<file path="config.mk">
export PLATFORM = sky130hd
export DESIGN_NAME = pc_sequencer_flat
export DESIGN_NICKNAME = d
export VERILOG_FILES = /design/src/rtl/pc_sequencer_pkg.sv /design/src/rtl/pc_sequencer_if.sv /design/src/rtl/pc_sequencer_return_stack.sv /design/src/rtl/pc_sequencer.sv /design/src/flat_wrapper.sv
export SDC_FILE = /design/constraint.sdc
export NUM_CORES = 1
export LEC_CHECK = 0
export BUFFER_PORTS_ARGS = -buffer_cell sky130_fd_sc_hd__buf_2
export CELL_PAD_IN_SITES_DETAIL_PLACEMENT = 1
export CELL_PAD_IN_SITES_GLOBAL_PLACEMENT = 1
export CORE_MARGIN = 3
export CORE_UTILIZATION = 27
export DETAILED_ROUTE_END_ITERATION = 6
export GPL_TIMING_DRIVEN = 0
export HOLD_SLACK_MARGIN = 0.06
export PLACE_DENSITY_LB_ADDON = 0.15
export SYNTH_ARGS = -nofsm -noshare
export SYNTH_HDL_FRONTEND = slang
export SYNTH_SLANG_ARGS = --single-unit
</file>
<file path="constraint.sdc">
create_clock -name clk -period 5 [get_ports clk]
set_clock_uncertainty 0.15 [all_clocks]
set_input_delay 1.5 -clock clk [delete_from_list [all_inputs] [get_ports clk]]
set_output_delay 1.5 -clock clk [all_outputs]
set_load 0.03 [all_outputs]
</file>
<file path="src/rtl/pc_sequencer_pkg.sv">
`default_nettype none
// +----------------------------------------------------------------------------+
// | Module   : pc_seq_pkg                                                      |
// | Brief    : Shared types for the PC next-address sequencer.                 |
// | Revision : 1.0                                                             |
// +----------------------------------------------------------------------------+
package pc_seq_pkg;

  localparam int PC_W = 15;

  typedef logic [PC_W-1:0] pc_t;

  typedef enum logic [1:0] {
    ST_IDLE  = 2'd0,
    ST_RUN   = 2'd1,
    ST_HALT  = 2'd2,
    ST_FAULT = 2'd3
  } state_t;

  // Modulo-2^15 increment; 15'h7FFF wraps to 15'h0000.
  function automatic pc_t pc_inc(input pc_t a);
    return a + pc_t'(1);
  endfunction

endpackage
`default_nettype wire

</file>
<file path="src/rtl/pc_sequencer_if.sv">
`default_nettype none
// +----------------------------------------------------------------------------+
// | Module   : pc_sequencer_if                                                 |
// | Brief    : Decode-side request bus and PC-register drive for pc_sequencer. |
// | Revision : 1.0                                                             |
// +----------------------------------------------------------------------------+
interface pc_sequencer_if #(
  parameter int STACK_DEPTH = 8
);
  import pc_seq_pkg::*;

  localparam int LVL_W = $clog2(STACK_DEPTH) + 1;

  logic             start;
  logic             halt;
  logic             stall;
  pc_t              pc_in;
  logic             branch_taken;
  logic             jump;
  logic             call;
  logic             ret;
  pc_t              target;
  logic             pc_load;
  pc_t              pc_next;
  logic             running;
  logic             fault;
  logic [LVL_W-1:0] stack_level;

  modport master (
    output start, halt, stall, pc_in, branch_taken, jump, call, ret, target,
    input  pc_load, pc_next, running, fault, stack_level
  );

  modport slave (
    input  start, halt, stall, pc_in, branch_taken, jump, call, ret, target,
    output pc_load, pc_next, running, fault, stack_level
  );

endinterface
`default_nettype wire

</file>
<file path="src/rtl/pc_sequencer_return_stack.sv">
`default_nettype none
// +----------------------------------------------------------------------------+
// | Module   : return_stack                                                    |
// | Brief    : LIFO of return addresses with full/empty/level status.          |
// | Revision : 1.0                                                             |
// +----------------------------------------------------------------------------+
module return_stack #(
  parameter int DEPTH = 8,
  parameter int WIDTH = 15
) (
  input  logic                     clk,
  input  logic                     reset,
  input  logic                     i_push,
  input  logic                     i_pop,
  input  logic [WIDTH-1:0]         i_data,
  output logic [WIDTH-1:0]         o_top,
  output logic                     o_full,
  output logic                     o_empty,
  output logic [$clog2(DEPTH):0]   o_level
);

  localparam int AW = $clog2(DEPTH);
  localparam int LW = AW + 1;

  logic [WIDTH-1:0] r_mem [DEPTH];
  logic [LW-1:0]    r_ptr;
  logic [AW-1:0]    w_wr_idx;
  logic [AW-1:0]    w_rd_idx;

  // r_ptr counts entries; its low bits address the next free slot.
  assign w_wr_idx = r_ptr[AW-1:0];
  assign w_rd_idx = w_wr_idx - AW'(1);
  assign o_full   = (r_ptr == LW'(DEPTH));
  assign o_empty  = (r_ptr == '0);
  assign o_level  = r_ptr;
  assign o_top    = r_mem[w_rd_idx];

  always_ff @(posedge clk or negedge reset) begin
    if (!reset) begin
      r_ptr <= '0;
    end else if (i_push && !o_full) begin
      r_ptr <= r_ptr + LW'(1);
    end else if (i_pop && !o_empty) begin
      r_ptr <= r_ptr - LW'(1);
    end
  end

  always_ff @(posedge clk) begin
    if (i_push && !o_full) begin
      r_mem[w_wr_idx] <= i_data;
    end
  end

endmodule
`default_nettype wire

</file>
<file path="src/rtl/pc_sequencer.sv">
`default_nettype none
// +----------------------------------------------------------------------------+
// | Module   : pc_sequencer                                                    |
// | Brief    : Next-address controller driving PC register enable/step.        |
// |            Return stack enabled by defining PC_SEQ_CALL_STACK_EN.          |
// | Revision : 1.0                                                             |
// +----------------------------------------------------------------------------+
module pc_sequencer
  import pc_seq_pkg::*;
#(
  parameter pc_t RESET_VECTOR = 15'd0,
  parameter int  STACK_DEPTH  = 8
) (
  input  logic          clk,
  input  logic          reset,
  pc_sequencer_if.slave bus
);

  localparam int LVL_W = $clog2(STACK_DEPTH) + 1;

  state_t           r_state;
  state_t           w_state_nxt;
  logic             r_running;
  logic             r_fault;
  logic             w_load;
  pc_t              w_next;
  logic [LVL_W-1:0] w_level;

`ifdef PC_SEQ_CALL_STACK_EN
  logic w_push;
  logic w_pop;
  logic w_full;
  logic w_empty;
  pc_t  w_top;
  pc_t  w_ret_addr;

  assign w_ret_addr = pc_inc(bus.pc_in);

  return_stack #(
    .DEPTH (STACK_DEPTH),
    .WIDTH (PC_W)
  ) u_stack (
    .clk     (clk),
    .reset   (reset),
    .i_push  (w_push),
    .i_pop   (w_pop),
    .i_data  (w_ret_addr),
    .o_top   (w_top),
    .o_full  (w_full),
    .o_empty (w_empty),
    .o_level (w_level)
  );
`else
  logic w_unused_ret;

  assign w_unused_ret = bus.ret;
  assign w_level      = '0;
`endif

  always_comb begin
    w_load      = 1'b0;
    w_next      = bus.pc_in;
    w_state_nxt = r_state;
`ifdef PC_SEQ_CALL_STACK_EN
    w_push      = 1'b0;
    w_pop       = 1'b0;
`endif
    case (r_state)
      ST_IDLE: begin
        w_next = RESET_VECTOR;
        if (bus.start) begin
          w_load      = 1'b1;
          w_state_nxt = ST_RUN;
        end
      end
      ST_RUN: begin
        if (bus.halt) begin
          w_state_nxt = ST_HALT;
        end else if (bus.stall) begin
          w_load = 1'b0;
`ifdef PC_SEQ_CALL_STACK_EN
        end else if (bus.ret) begin
          if (w_empty) begin
            w_state_nxt = ST_FAULT;
          end else begin
            w_load = 1'b1;
            w_next = w_top;
            w_pop  = 1'b1;
          end
        end else if (bus.call) begin
          if (w_full) begin
            w_state_nxt = ST_FAULT;
          end else begin
            w_load = 1'b1;
            w_next = bus.target;
            w_push = 1'b1;
          end
`else
        end else if (bus.call) begin
          w_load = 1'b1;
          w_next = bus.target;
`endif
        end else if (bus.jump || bus.branch_taken) begin
          w_load = 1'b1;
          w_next = bus.target;
        end else begin
          w_load = 1'b1;
          w_next = pc_inc(bus.pc_in);
        end
      end
      // Resuming from HALT takes no load; the PC register already holds the resume address.
      ST_HALT: begin
        if (bus.start) begin
          w_state_nxt = ST_RUN;
        end
      end
      ST_FAULT: begin
        w_state_nxt = ST_FAULT;
      end
      default: begin
        w_state_nxt = ST_IDLE;
      end
    endcase
  end

  always_ff @(posedge clk or negedge reset) begin
    if (!reset) begin
      r_state   <= ST_IDLE;
      r_running <= 1'b0;
      r_fault   <= 1'b0;
    end else begin
      r_state   <= w_state_nxt;
      r_running <= (w_state_nxt == ST_RUN);
      r_fault   <= (w_state_nxt == ST_FAULT);
    end
  end

  assign bus.pc_load     = w_load;
  assign bus.pc_next     = w_next;
  assign bus.running     = r_running;
  assign bus.fault       = r_fault;
  assign bus.stack_level = w_level;

endmodule
`default_nettype wire

</file>
<file path="src/flat_wrapper.sv">
// flat-port wrapper written by rule: the top's interface ports become plain ports
module pc_sequencer_flat import pc_seq_pkg::*;
#(
  parameter pc_t RESET_VECTOR = 15'd0,
  parameter int  STACK_DEPTH  = 8
)
  (clk, reset, bus_start, bus_halt, bus_stall, bus_pc_in, bus_branch_taken, bus_jump, bus_call, bus_ret, bus_target, bus_pc_load, bus_pc_next, bus_running, bus_fault, bus_stack_level);
  pc_sequencer_if #(.STACK_DEPTH(STACK_DEPTH)) bus_i ();
  input  logic clk;
  input  logic reset;
  input wire logic [$bits(bus_i.start)-1:0] bus_start;
  input wire logic [$bits(bus_i.halt)-1:0] bus_halt;
  input wire logic [$bits(bus_i.stall)-1:0] bus_stall;
  input wire logic [$bits(bus_i.pc_in)-1:0] bus_pc_in;
  input wire logic [$bits(bus_i.branch_taken)-1:0] bus_branch_taken;
  input wire logic [$bits(bus_i.jump)-1:0] bus_jump;
  input wire logic [$bits(bus_i.call)-1:0] bus_call;
  input wire logic [$bits(bus_i.ret)-1:0] bus_ret;
  input wire logic [$bits(bus_i.target)-1:0] bus_target;
  output wire logic [$bits(bus_i.pc_load)-1:0] bus_pc_load;
  output wire logic [$bits(bus_i.pc_next)-1:0] bus_pc_next;
  output wire logic [$bits(bus_i.running)-1:0] bus_running;
  output wire logic [$bits(bus_i.fault)-1:0] bus_fault;
  output wire logic [$bits(bus_i.stack_level)-1:0] bus_stack_level;
  assign bus_i.start = bus_start;
  assign bus_i.halt = bus_halt;
  assign bus_i.stall = bus_stall;
  assign bus_i.pc_in = bus_pc_in;
  assign bus_i.branch_taken = bus_branch_taken;
  assign bus_i.jump = bus_jump;
  assign bus_i.call = bus_call;
  assign bus_i.ret = bus_ret;
  assign bus_i.target = bus_target;
  assign bus_pc_load = bus_i.pc_load;
  assign bus_pc_next = bus_i.pc_next;
  assign bus_running = bus_i.running;
  assign bus_fault = bus_i.fault;
  assign bus_stack_level = bus_i.stack_level;
  pc_sequencer #(.RESET_VECTOR(RESET_VECTOR), .STACK_DEPTH(STACK_DEPTH)) u_core (.clk(clk), .reset(reset), .bus(bus_i));
endmodule
</file>
* Word-level counts from Yosys, hierarchy flattened *
Cells that the tools add are included.

cells by class
  add/subtract/negate cells = 1
  multipliers = 0
  div/mod/pow operators = 0
  magnitude comparators = 0
  eq/ne operators = 5
  shift-type cells = 0
  multiplexer cells = 12
  bitwise gates (word level) = 0
  reduce and logical (&&, ||, !) cells = 3

operators with widths
  kind                   count
  $mux 15                4
  $pmux 15 s2            1
  $add 15x1->15 const B  1
  $eq 2x2->1 const B     3
  $pmux 2 s3             1
  $eq 2x1->1 const B     2
  $mux 2                 2
  $mux 1                 3
  $logic_not 2->1        1
  $pmux 1 s2             1
  $reduce_or 2->1        1
  $logic_or 1x1->1       1

word-level totals
  bits in registers = 4
  latch bits = 0
  memory bits (writable) = 0
  memory bits (read-only) = 0
  input port bits = 39
  word-level logic and storage cells = 24
  memories kept = 0

* Logic depth before layout (Yosys ltp) *
Gate-level depths: netlist (run 1).

  depth after elaboration = 6
  mapped depth = 6
  mapped depth without buffers = 5

* Worst setup path before layout (run 1) *
Ideal clock, no wire load.

  kind = input to output
  from = input bus_halt
  to = output bus_pc_next[11]
  arrival = 3.507 ns
  path slack = -0.157 ns
  stages = 6
  buffers on the path = 2
  cells stage by stage = buf_6 > or4b_1 > buf_1 > nor2_1 > a41oi_1 > nor4_1

on the way
  word-level cells in the longest chain between the ends = 2

RTL lines
  what                line                RTL
  start: declaration  flat_wrapper.sv:12  input wire logic [$bits(bus_i.halt)-1:0] bus_halt;
  $mux 15             pc_sequencer.sv:77  if (bus.halt) begin
  $pmux 15 s2         pc_sequencer.sv:68  case (r_state)
  end: declaration    flat_wrapper.sv:21  output wire logic [$bits(bus_i.pc_next)-1:0] bus_pc_next;

Every way passes these cells.

* Worst setup path after layout (run 1) *
  from = input bus_branch_taken
  to = output bus_pc_next[9]

on the way
  word-level cells in the longest chain between the ends = 6

RTL lines
  what                line                 RTL
  start: declaration  flat_wrapper.sv:15   input wire logic [$bits(bus_i.branch_taken)-1:0] bus_branch_taken;
  $logic_or 1x1->1    pc_sequencer.sv:103  end else if (bus.jump || bus.branch_taken) begin
  $mux 15             pc_sequencer.sv:103
  $mux 15             pc_sequencer.sv:99   end else if (bus.call) begin
  $mux 15             pc_sequencer.sv:79   end else if (bus.stall) begin
  $mux 15             pc_sequencer.sv:77
  $pmux 15 s2         pc_sequencer.sv:68

Every way passes these cells.

==> results_dict.tcl, run 1 <==
set metrics [dict create \
    gp_congestion 0.8377 \
    track_usage_pct 18.83 \
    root_buffer "clkbuf_4" \
    wl_per_cell_um 16.13 \
    synth_ff_type "dfrtp_1" \
    finalSetupViolCount 0 \
    cp_common_cell "buf_2" \
    grt_max_degree 11 \
    power_density_nw_per_um2 257.0 \
    worstSetupEndpointType "output port" \
    antenna_cells 0 \
    ys_async_sr_fraction_pct 100.0 \
    dr.pass1.iters 4 \
    hold_buffers 0 \
    clkSinkCount 4 \
    slowest_delay_ns 0.48 \
    netlist_top_cells_count "14 x nor2_1, 11 x nand2_1, 10 x a21oi_1, 10 x o21ai_0" \
    cts_setup_buffers 0 \
    path_buf_inv 3 \
    final_antenna_net_count 0 \
    clkTransAtPathRegs_ns 0.04 \
    max_freq_mhz 205.7 \
    die-height_um 64.04 \
    cts_tree "yes" \
    yosysSeqAreaShare_pct 11.00 \
    yosysMostFrequentCell "nor2_1" \
    relSlewSlack_pct 34.28 \
    layout-drive-gt1-share_pct 34.85 \
    yosysTopAreaCellShare_pct 11.00 \
    dieArea_um2 4101 \
    rsz0062_at_grt "false" \
    area_growth_pct 39.75 \
    cpLargestDelayFamily "simple AND/OR/NAND/NOR gates" \
    fin_area_um2 1271 \
    maxCapViolations 0 \
    fin_crit_ns 4.860 \
    cts_buffer_depth 2 \
    grt_pass1_vias 1317 \
    insertion_delay_ns 0.23 \
    synth_edf_count 0 \
    yosysTopAreaCell "dfrtp_1" \
    final_nets 240 \
    row_count 20 \
    worstPathArrival_ns 3.21 \
    worst_pin_slew_ns 0.9754 \
    syn_area_per_cell_um2 6.497 \
    maxSlewViolCount 0 \
    vdd_drop_max_mv 0.09184 \
    synth_warnings 0 \
    gr-total-overflow 0 \
    timing.critical_path.fanout_max 7 \
    crit_slowest_cell "or4_4" \
    htreeDepth 1 \
    dieWidth_um 64.04 \
    cts_inserted_buffers 3 \
    hold_viol 0 \
    syn_area_um2 909.6 \
    hpwl_um 3169 \
    cts.repair.resized 0 \
    leakage_nw 0.5800 \
    core_um2 3128 \
    required_ns 3.35 \
    tns_ns 0 \
    place_area_um2 1247 \
    synthCells 140 \
    yosysUniqueCellTypes 47 \
    synth_area_leaders "dfrtp_1 11%, nor2_1 5.8%, a21oi_1 5.5%, o21ai_0 5.5%, nand2_1 4.5%" \
    first_iter_violations 87 \
    status "complete, no violations" \
    finalWirelength_um 3904 \
    ys_seq_elements 4 \
    io_buffers 53 \
    crit_type "input port to output port" \
    ios 61 \
    post-route-period-util_pct 97.21 \
    pre_cts_slack_ns 0.06519 \
    crit_path_cell_trace "buf_2, or3_1, buf_2, or4_4, or3_1, nand3_1, buf_2" \
    initial_core_util_pct 29.08 \
    fin_ws_ns 0.1397 \
    routed-via-count 1329 \
    setup.worst_path.start_class "input port" \
    n_fill_cell 446 \
    hp-class "register to register" \
    via_per_inst 5.492 \
    antenna_found_initial 0 \
    drc 0 \
    grt_pass1_wl_um 6272 \
]
-- report_power, final --
group	internal (W)	switching [W]
clock network	0.0000267	0.0000113
logic	0.0000737	0.000164
registers	0.0000436	0.00000686
total	0.000144	0.000183
-- worst register-to-register path, stage by stage (launching register included) --
cell	delay (ns)
dfrtp_1	0.31
buf_2	0.22
buf_1	0.46
nor2_1	0.09
a31oi_1	0.19
-- cell families (layout without fill, tap and decap cells) --
family                     count (synthesis)  after routing  share of synthesized area [%]
and+or+nand+nor                           62             62                          35.77
AOI/OAI and AO/OA                         48             48                          35.63
buffers and inverters                     19             74                          10.59
DFF                                        4              4                          11.00
muxes                                      3              3                          3.301
xor gates and xnor gates                   2              2                          1.926
adders and majority gates                  1              1                          1.375
other                                      1              4                         0.4123
-- cell type report --
class	count	area [µm²]	share of cell area (%)
Buffer	16	86.33	6.791
Clock buffer	3	22.52	1.772
Inverter	2	7.507	0.5906
Multi-Input combinational cell	120	734.5	57.78
Sequential cell	4	100.1	7.874
Tap cell	44	55.05	4.331
Timing Repair Buffer	53	265.3	20.87
-- state kept, by name (all words and copies together) (netlist names) --
register / cells
u_core.bus.fault: 1
u_core.bus.running: 1
u_core.r_state: 2
-- routing by layer --
metal  vias up  track usage [%]  wire length, µm
met1       621            23.78             1752
met3         2            2.988              275
li1        648                -                -
met5         -                0                0
met2        58            33.68             1869
met4         0            3.235                7
-- path summary, 6_finish.rpt --
kind | endpoint | cells past startpoint | from | slack, ns
worst min register to register | u_core.bus.fault$_DFF_PN0_ | 2 | u_core.r_state[1]$_DFF_PN0_ | 0.52
worst min-delay path | u_core.bus.fault$_DFF_PN0_ | 2 | u_core.r_state[1]$_DFF_PN0_ | 0.52
worst max-delay path | bus_pc_next[9] | 7 | bus_branch_taken | 0.14
worst max register to register | u_core.r_state[0]$_DFF_PN0_ | 4 | u_core.r_state[0]$_DFF_PN0_ | 3.49
max in group asynchronous | u_core.bus.running$_DFF_PN0_ | 1 | reset | 3.66
min in group asynchronous | u_core.bus.fault$_DFF_PN0_ | 1 | reset | 0.92
-- layout by cell type, fill, tap and decap left out, types with 2 or more instances in the layout --
cell / instances
a31oi_1: 3
clkbuf_4: 3
conb_1: 4
nand2_1: 11
nor2_1: 14
buf_4: 4
o21ai_0: 10
nor4_1: 2
o2bb2ai_1: 2
a32o_1: 2
and3_1: 5
o221ai_1: 2
buf_1: 2
buf_2: 55
nand3_1: 7
inv_1: 2
a22oi_1: 5
or3_1: 3
a21oi_1: 10
dfrtp_1: 4
clkbuf_1: 6
o31ai_1: 2
nor3_1: 5
xor2_1: 2
nand4_1: 5
o22ai_1: 2
mux2i_1: 3
-- stage by stage --
stage	hold WS, ns	cells	util, %	total power (W)
finish	0.5245	242	40.64	0.0003267
detailed placement	0.5084	240	39.88	0.0002875
CTS	0.5122	243	40.60	0.0003268
global route	0.5927	242	40.64	0.0003500
global placement	0.5073	240	39.88	0.0002817
floorplan	0.4339	143	-	0.0002056
Power figures use the tool's default switching activity.
==> inputs of run 2 (changes only) <==
--- a/config.mk
+++ b/config.mk
@@ -14,6 +14,7 @@
 export GPL_TIMING_DRIVEN = 0
 export HOLD_SLACK_MARGIN = 0.06
 export PLACE_DENSITY_LB_ADDON = 0.15
+export SETUP_SLACK_MARGIN = 0.5
 export SYNTH_ARGS = -nofsm -noshare
 export SYNTH_HDL_FRONTEND = slang
 export SYNTH_SLANG_ARGS = --single-unit
==> run 2 against run 1 <==
Net effect:
- fmax rose by 2.0%
- hold slack better by 0.078 ns
- count of clock-buffer cells in the layout stayed put
- first-iteration DRC count fell by 1.1%
- cell count is 4.1% higher
- power grew 26%
==> results_dict.tcl, run 2 (synthesis results as in run 1) <==
set metrics [dict create \
    cts_tree "yes" \
    place_area_um2 1290 \
    hold_buffers 0 \
    holdPathEnd "u_core.bus.fault$_DFF_PN0_" \
    relSlewSlack_pct 53.94 \
    min_from "u_core.r_state[1]$_DFF_PN0_" \
    crit_start "bus_call" \
    cts_buffer_depth 2 \
    dr.pass1.iters 4 \
    cts_inserted_buffers 3 \
    dieWidth_um 64.04 \
    grt_pass1_wl_um 7486 \
    ff2ff_path_depth 3 \
    layout_commonest_cell "buf_2" \
    gr-total-overflow 0 \
    post-route-util_pct 54.36 \
    tns_ns 0 \
    via_per_inst 5.925 \
    final_cell_mix "37 x buf_2, 19 x buf_4, 13 x buf_6" \
    crit_type "input port to output port" \
    r2r_start "u_core.r_state[1]$_DFF_PN0_" \
    whs_path_depth 2 \
    max_freq_mhz 209.8 \
    initial_core_util_pct 29.08 \
    hpwl_um 3272 \
    maxCapViolations 0 \
    grt_pass1_vias 1470 \
    clkSinkCount 4 \
    r2r-end "u_core.bus.running$_DFF_PN0_" \
    worst_pin_slew_ns 0.6909 \
    grt_max_degree 11 \
    vdd_drop_max_mv 0.1107 \
    fin_ws_ns 0.2334 \
    post-route-period-util_pct 95.33 \
    final_nets 250 \
    setup.worst_path.start_class "input port" \
    root_buffer "clkbuf_4" \
    track_usage_pct 22.80 \
    rsz0062_at_grt "true" \
    worstSetupEndpointType "output port" \
    finalWirelength_um 5282 \
    first_iter_violations 86 \
    clkTransAtPathRegs_ns 0.04 \
    htreeDepth 1 \
    row_count 20 \
    gp_congestion 0.8558 \
    r2r_setup_slack_ns 3.28 \
    fin_crit_ns 4.767 \
    n_fill_cell 398 \
    power.total_w 0.0004104 \
    dieArea_um2 4101 \
    area_growth_pct 86.93 \
    required_ns 3.35 \
    antenna_found_initial 0 \
    fin_area_um2 1700 \
    status "complete, no violations" \
    worstPathArrival_ns 3.12 \
    io_buffers 53 \
    routed-via-count 1493 \
    timing.critical_path.fanout_max 5 \
    final_antenna_net_count 0 \
    leakage_nw 0.7292 \
    pre_cts_slack_ns 0.04388 \
    largest_reg_flops 2 \
    top_register "u_core.r_state" \
    power_density_nw_per_um2 241.4 \
    core_um2 3128 \
    hold_viol 0 \
    finalSetupViolCount 0 \
    insertion_delay_ns 0.24 \
    antenna_cells 0 \
    drc 0 \
    layout-drive-gt1-share_pct 53.85 \
    ios 61 \
    die-height_um 64.04 \
    hp-class "register to register" \
    wl_per_cell_um 20.96 \
    maxSlewViolCount 0 \
]
==> run 2: cell types whose count changed in the layout (fill, tap and decap cells not counted), sizes merged <==
| cell | previous run | this run |
|---|---|---|
| buf | 62 | 73 |
| clkbuf | 10 | 9 |
==> run 2: worst max-delay path by stage <==
stage | depth (start not counted) | endpoint | slack (ns)
after floorplan | 6 | bus_pc_next[11] | 0.29
after global placement | 7 | bus_pc_next[11] | 0.05
after CTS | 7 | bus_pc_next[9] | 0.22
after detailed placement | 7 | bus_pc_next[11] | 0.04
final | 7 | bus_pc_next[9] | 0.23
after global routing | 7 | bus_pc_next[9] | 0.19
==> run 2: metal layers <==
metal	share of wire [%]	track usage, %
met1	40	29.01
met2	53	41.68
met3	5.7	1.582
met4	0.72	4.582
met5	0	0
==> run 2: cell type report <==
| type | instances | area (µm²) | area share, % |
|---|---|---|---|
| well taps | 44 | 55.05 | 3.238 |
| inverters | 2 | 7.507 | 0.4415 |
| clock buffers | 3 | 22.52 | 1.325 |
| flip-flops and latches | 4 | 100.1 | 5.887 |
| plain buffers | 17 | 130.1 | 7.653 |
| repair buffers | 62 | 449.2 | 26.42 |
| multi-input cells | 120 | 935.9 | 55.04 |
==> run 2: where the power goes <==
group,internal [W],total [W],switching (W),leakage [nW]
registers,0.0000435,0.0000549,0.0000114,0.0417
clock network,0.0000271,0.0000432,0.0000161,0.0138
logic,0.000116,0.000312,0.000197,0.674
==> run 2: worst max-delay path: stages <==
cell and delay [ns]:
buf_6 0.09, or3_4 0.38, buf_6 0.13, or4_4 0.41, or3_1 0.37, nand3_2 0.09
buf_6 0.13
==> run 2: repair_timing <==
item / 4_1_cts / 5_1_grt
pin swaps: 11 / 14
setup endpoints to repair: 15 / 15
setup buffers: 7 / 1
gates resized for setup: 47 / 36
cloned: 0 / 1
==> run 2: stage by stage <==
step / instances / hold WS, ns
detailed placement: 240 / 0.5220
global placement: 240 / 0.5104
floorplan: 143 / 0.4351
finish: 252 / 0.6024
global route: 252 / 0.6471
CTS: 250 / 0.5578
==> inputs of run 3 (changes only) <==
==> constraint.sdc (replaced) <==
create_clock -name clk -period 5 [get_ports clk]
set_clock_uncertainty 0.15 [all_clocks]
set_input_delay 1.5 -clock clk [delete_from_list [all_inputs] [get_ports clk]]
set_output_delay 1.5 -clock clk [all_outputs]
set_load 0.005 [all_outputs]
==> run 3 against run 2 <==
Net effect:
- clock power fell by 2%
- combinational power fell by 35%
- critical path type unchanged
- critical endpoint is now bus_pc_next[7]
- register-to-register slack improved by 0.18 ns
- sequential power fell by 5.3%
==> results_dict.tcl, run 3 (synthesis results as in run 1) <==
set metrics [dict create \
    ios 61 \
    cp_common_cell "buf_6" \
    leakage_nw 0.6790 \
    r2r_start "u_core.r_state[1]$_DFF_PN0_" \
    fin_ws_ns 0.2758 \
    r2r-end "u_core.bus.running$_DFF_PN0_" \
    final_antenna_net_count 0 \
    final_nets 246 \
    power.total_w 0.0002971 \
    top_register "u_core.r_state" \
    area_growth_pct 62.86 \
    final_cell_mix "53 x buf_2, 10 x nor2_1, 10 x nand2_1" \
    first_iter_violations 114 \
    max_freq_mhz 211.7 \
    crit_path_cell_trace "buf_6, or3_4, buf_6, buf_12, buf_6, clkbuf_16, nand2_1, o31ai_1, a221o_1, buf_2" \
    layout-drive-gt1-share_pct 46.57 \
    post-route-period-util_pct 94.48 \
    initial_core_util_pct 29.08 \
    holdPathEnd "u_core.bus.fault$_DFF_PN0_" \
    multi_input_area_um2 833.3 \
    grt_pass1_vias 1517 \
    wl_per_cell_um 19.11 \
    antenna_found_initial 0 \
    crit_slowest_cell "or3_4" \
    timing.critical_path.fanout_max 5 \
    min_from "u_core.r_state[1]$_DFF_PN0_" \
    cts_tree "yes" \
    power_density_nw_per_um2 200.6 \
    gp_congestion 0.8375 \
    hold_buffers 0 \
    htreeDepth 1 \
    dieWidth_um 64.04 \
    setup.worst_path.start_class "input port" \
    worst_pin_slew_ns 0.6816 \
    relSlewSlack_pct 54.25 \
    clkTransAtPathRegs_ns 0.04 \
    whs_path_depth 2 \
    via_per_inst 5.944 \
    worstPathArrival_ns 3.07 \
    rsz0062_at_grt "true" \
    n_fill_cell 423 \
    gr-total-overflow 0 \
    pre_cts_slack_ns 0.1321 \
    hp-class "register to register" \
    place_area_um2 1241 \
    antenna_cells 0 \
    largest_reg_flops 2 \
    status "complete, no violations" \
    routed-via-count 1474 \
    io_buffers 53 \
    die-height_um 64.04 \
    grt_pass1_wl_um 7376 \
    clkSinkCount 4 \
    dr.pass1.iters 4 \
    layout_commonest_cell "buf_2" \
    tns_ns 0 \
    dieArea_um2 4101 \
    worstSetupEndpointType "output port" \
    finalSetupViolCount 0 \
    finalWirelength_um 4739 \
    insertion_delay_ns 0.25 \
    fin_area_um2 1481 \
    vdd_drop_max_mv 0.07493 \
    ff_latch_area_um2 100.1 \
    root_buffer "clkbuf_4" \
    maxSlewViolCount 0 \
    maxCapViolations 0 \
    core_um2 3128 \
    required_ns 3.35 \
    fin_crit_ns 4.724 \
    hpwl_um 3216 \
    hold_viol 0 \
    slowest_delay_ns 0.37 \
    crit_type "input port to output port" \
    track_usage_pct 23.07 \
    cts_buffer_depth 2 \
    cts_inserted_buffers 3 \
    drc 0 \
    grt_max_degree 11 \
    row_count 20 \
    ff2ff_path_depth 3 \
    r2r_setup_slack_ns 3.46 \
]
[run 3: what timing repair did]
action | in CTS | in global routing
gates resized for setup | 34 | 10
pin swaps | 21 | 6
setup buffers | 3 | 1
setup endpoints to repair | 15 | 14
gates cloned | 1 | 0
[run 3: critical path: cells and delay by family]
family,cells,cell delay (ns)
compound gates,2,0.38
buf+inv,6,0.74
simple gates,2,0.44
[run 3: worst max-delay path by stage]
stage / cells after the start / slack [ns] / start / endpoint
finish: 10 / 0.28 / bus_call / bus_pc_next[7]
CTS: 7 / 0.27 / bus_call / bus_pc_next[9]
global route: 10 / 0.23 / bus_call / bus_pc_next[13]
detailed placement: 7 / 0.13 / bus_stall / bus_pc_next[11]
global placement: 7 / 0.13 / bus_stall / bus_pc_next[11]
floorplan: 5 / 0.48 / bus_branch_taken / bus_pc_next[9]
[run 3: stage by stage]
step / hold slack, ns / util, % / instances
floorplan: 0.4339 / - / 143
global placement: 0.5133 / 39.68 / 240
detailed placement: 0.5299 / 39.68 / 240
global route: 0.5953 / 47.36 / 248
CTS: 0.5436 / 45.92 / 247
finish: 0.5746 / 47.36 / 248
[run 3: cell type report]
class	count	share of cell area, %
clock buffer	3	1.520
sequential	4	6.757
multi-input combinational	120	56.25
inverter	2	0.5068
tap	44	3.716
buffer	17	8.615
timing repair buffer	58	22.64
[run 3: power breakdown]
| group | switching, W | internal [W] | total, W |
|---|---|---|---|
| combinational | 0.000121 | 0.0000817 | 0.000203 |
| clock | 0.0000154 | 0.0000270 | 0.0000424 |
| sequential | 0.00000843 | 0.0000436 | 0.0000520 |
| total | 0.000145 | 0.000152 | 0.000297 |
[run 3: per-layer routing]
layer,global-route usage [%],routed length [µm]
met1,26.52,1927
met2,40.39,2282
met3,3.163,357
met4,13.21,172
met5,0,0
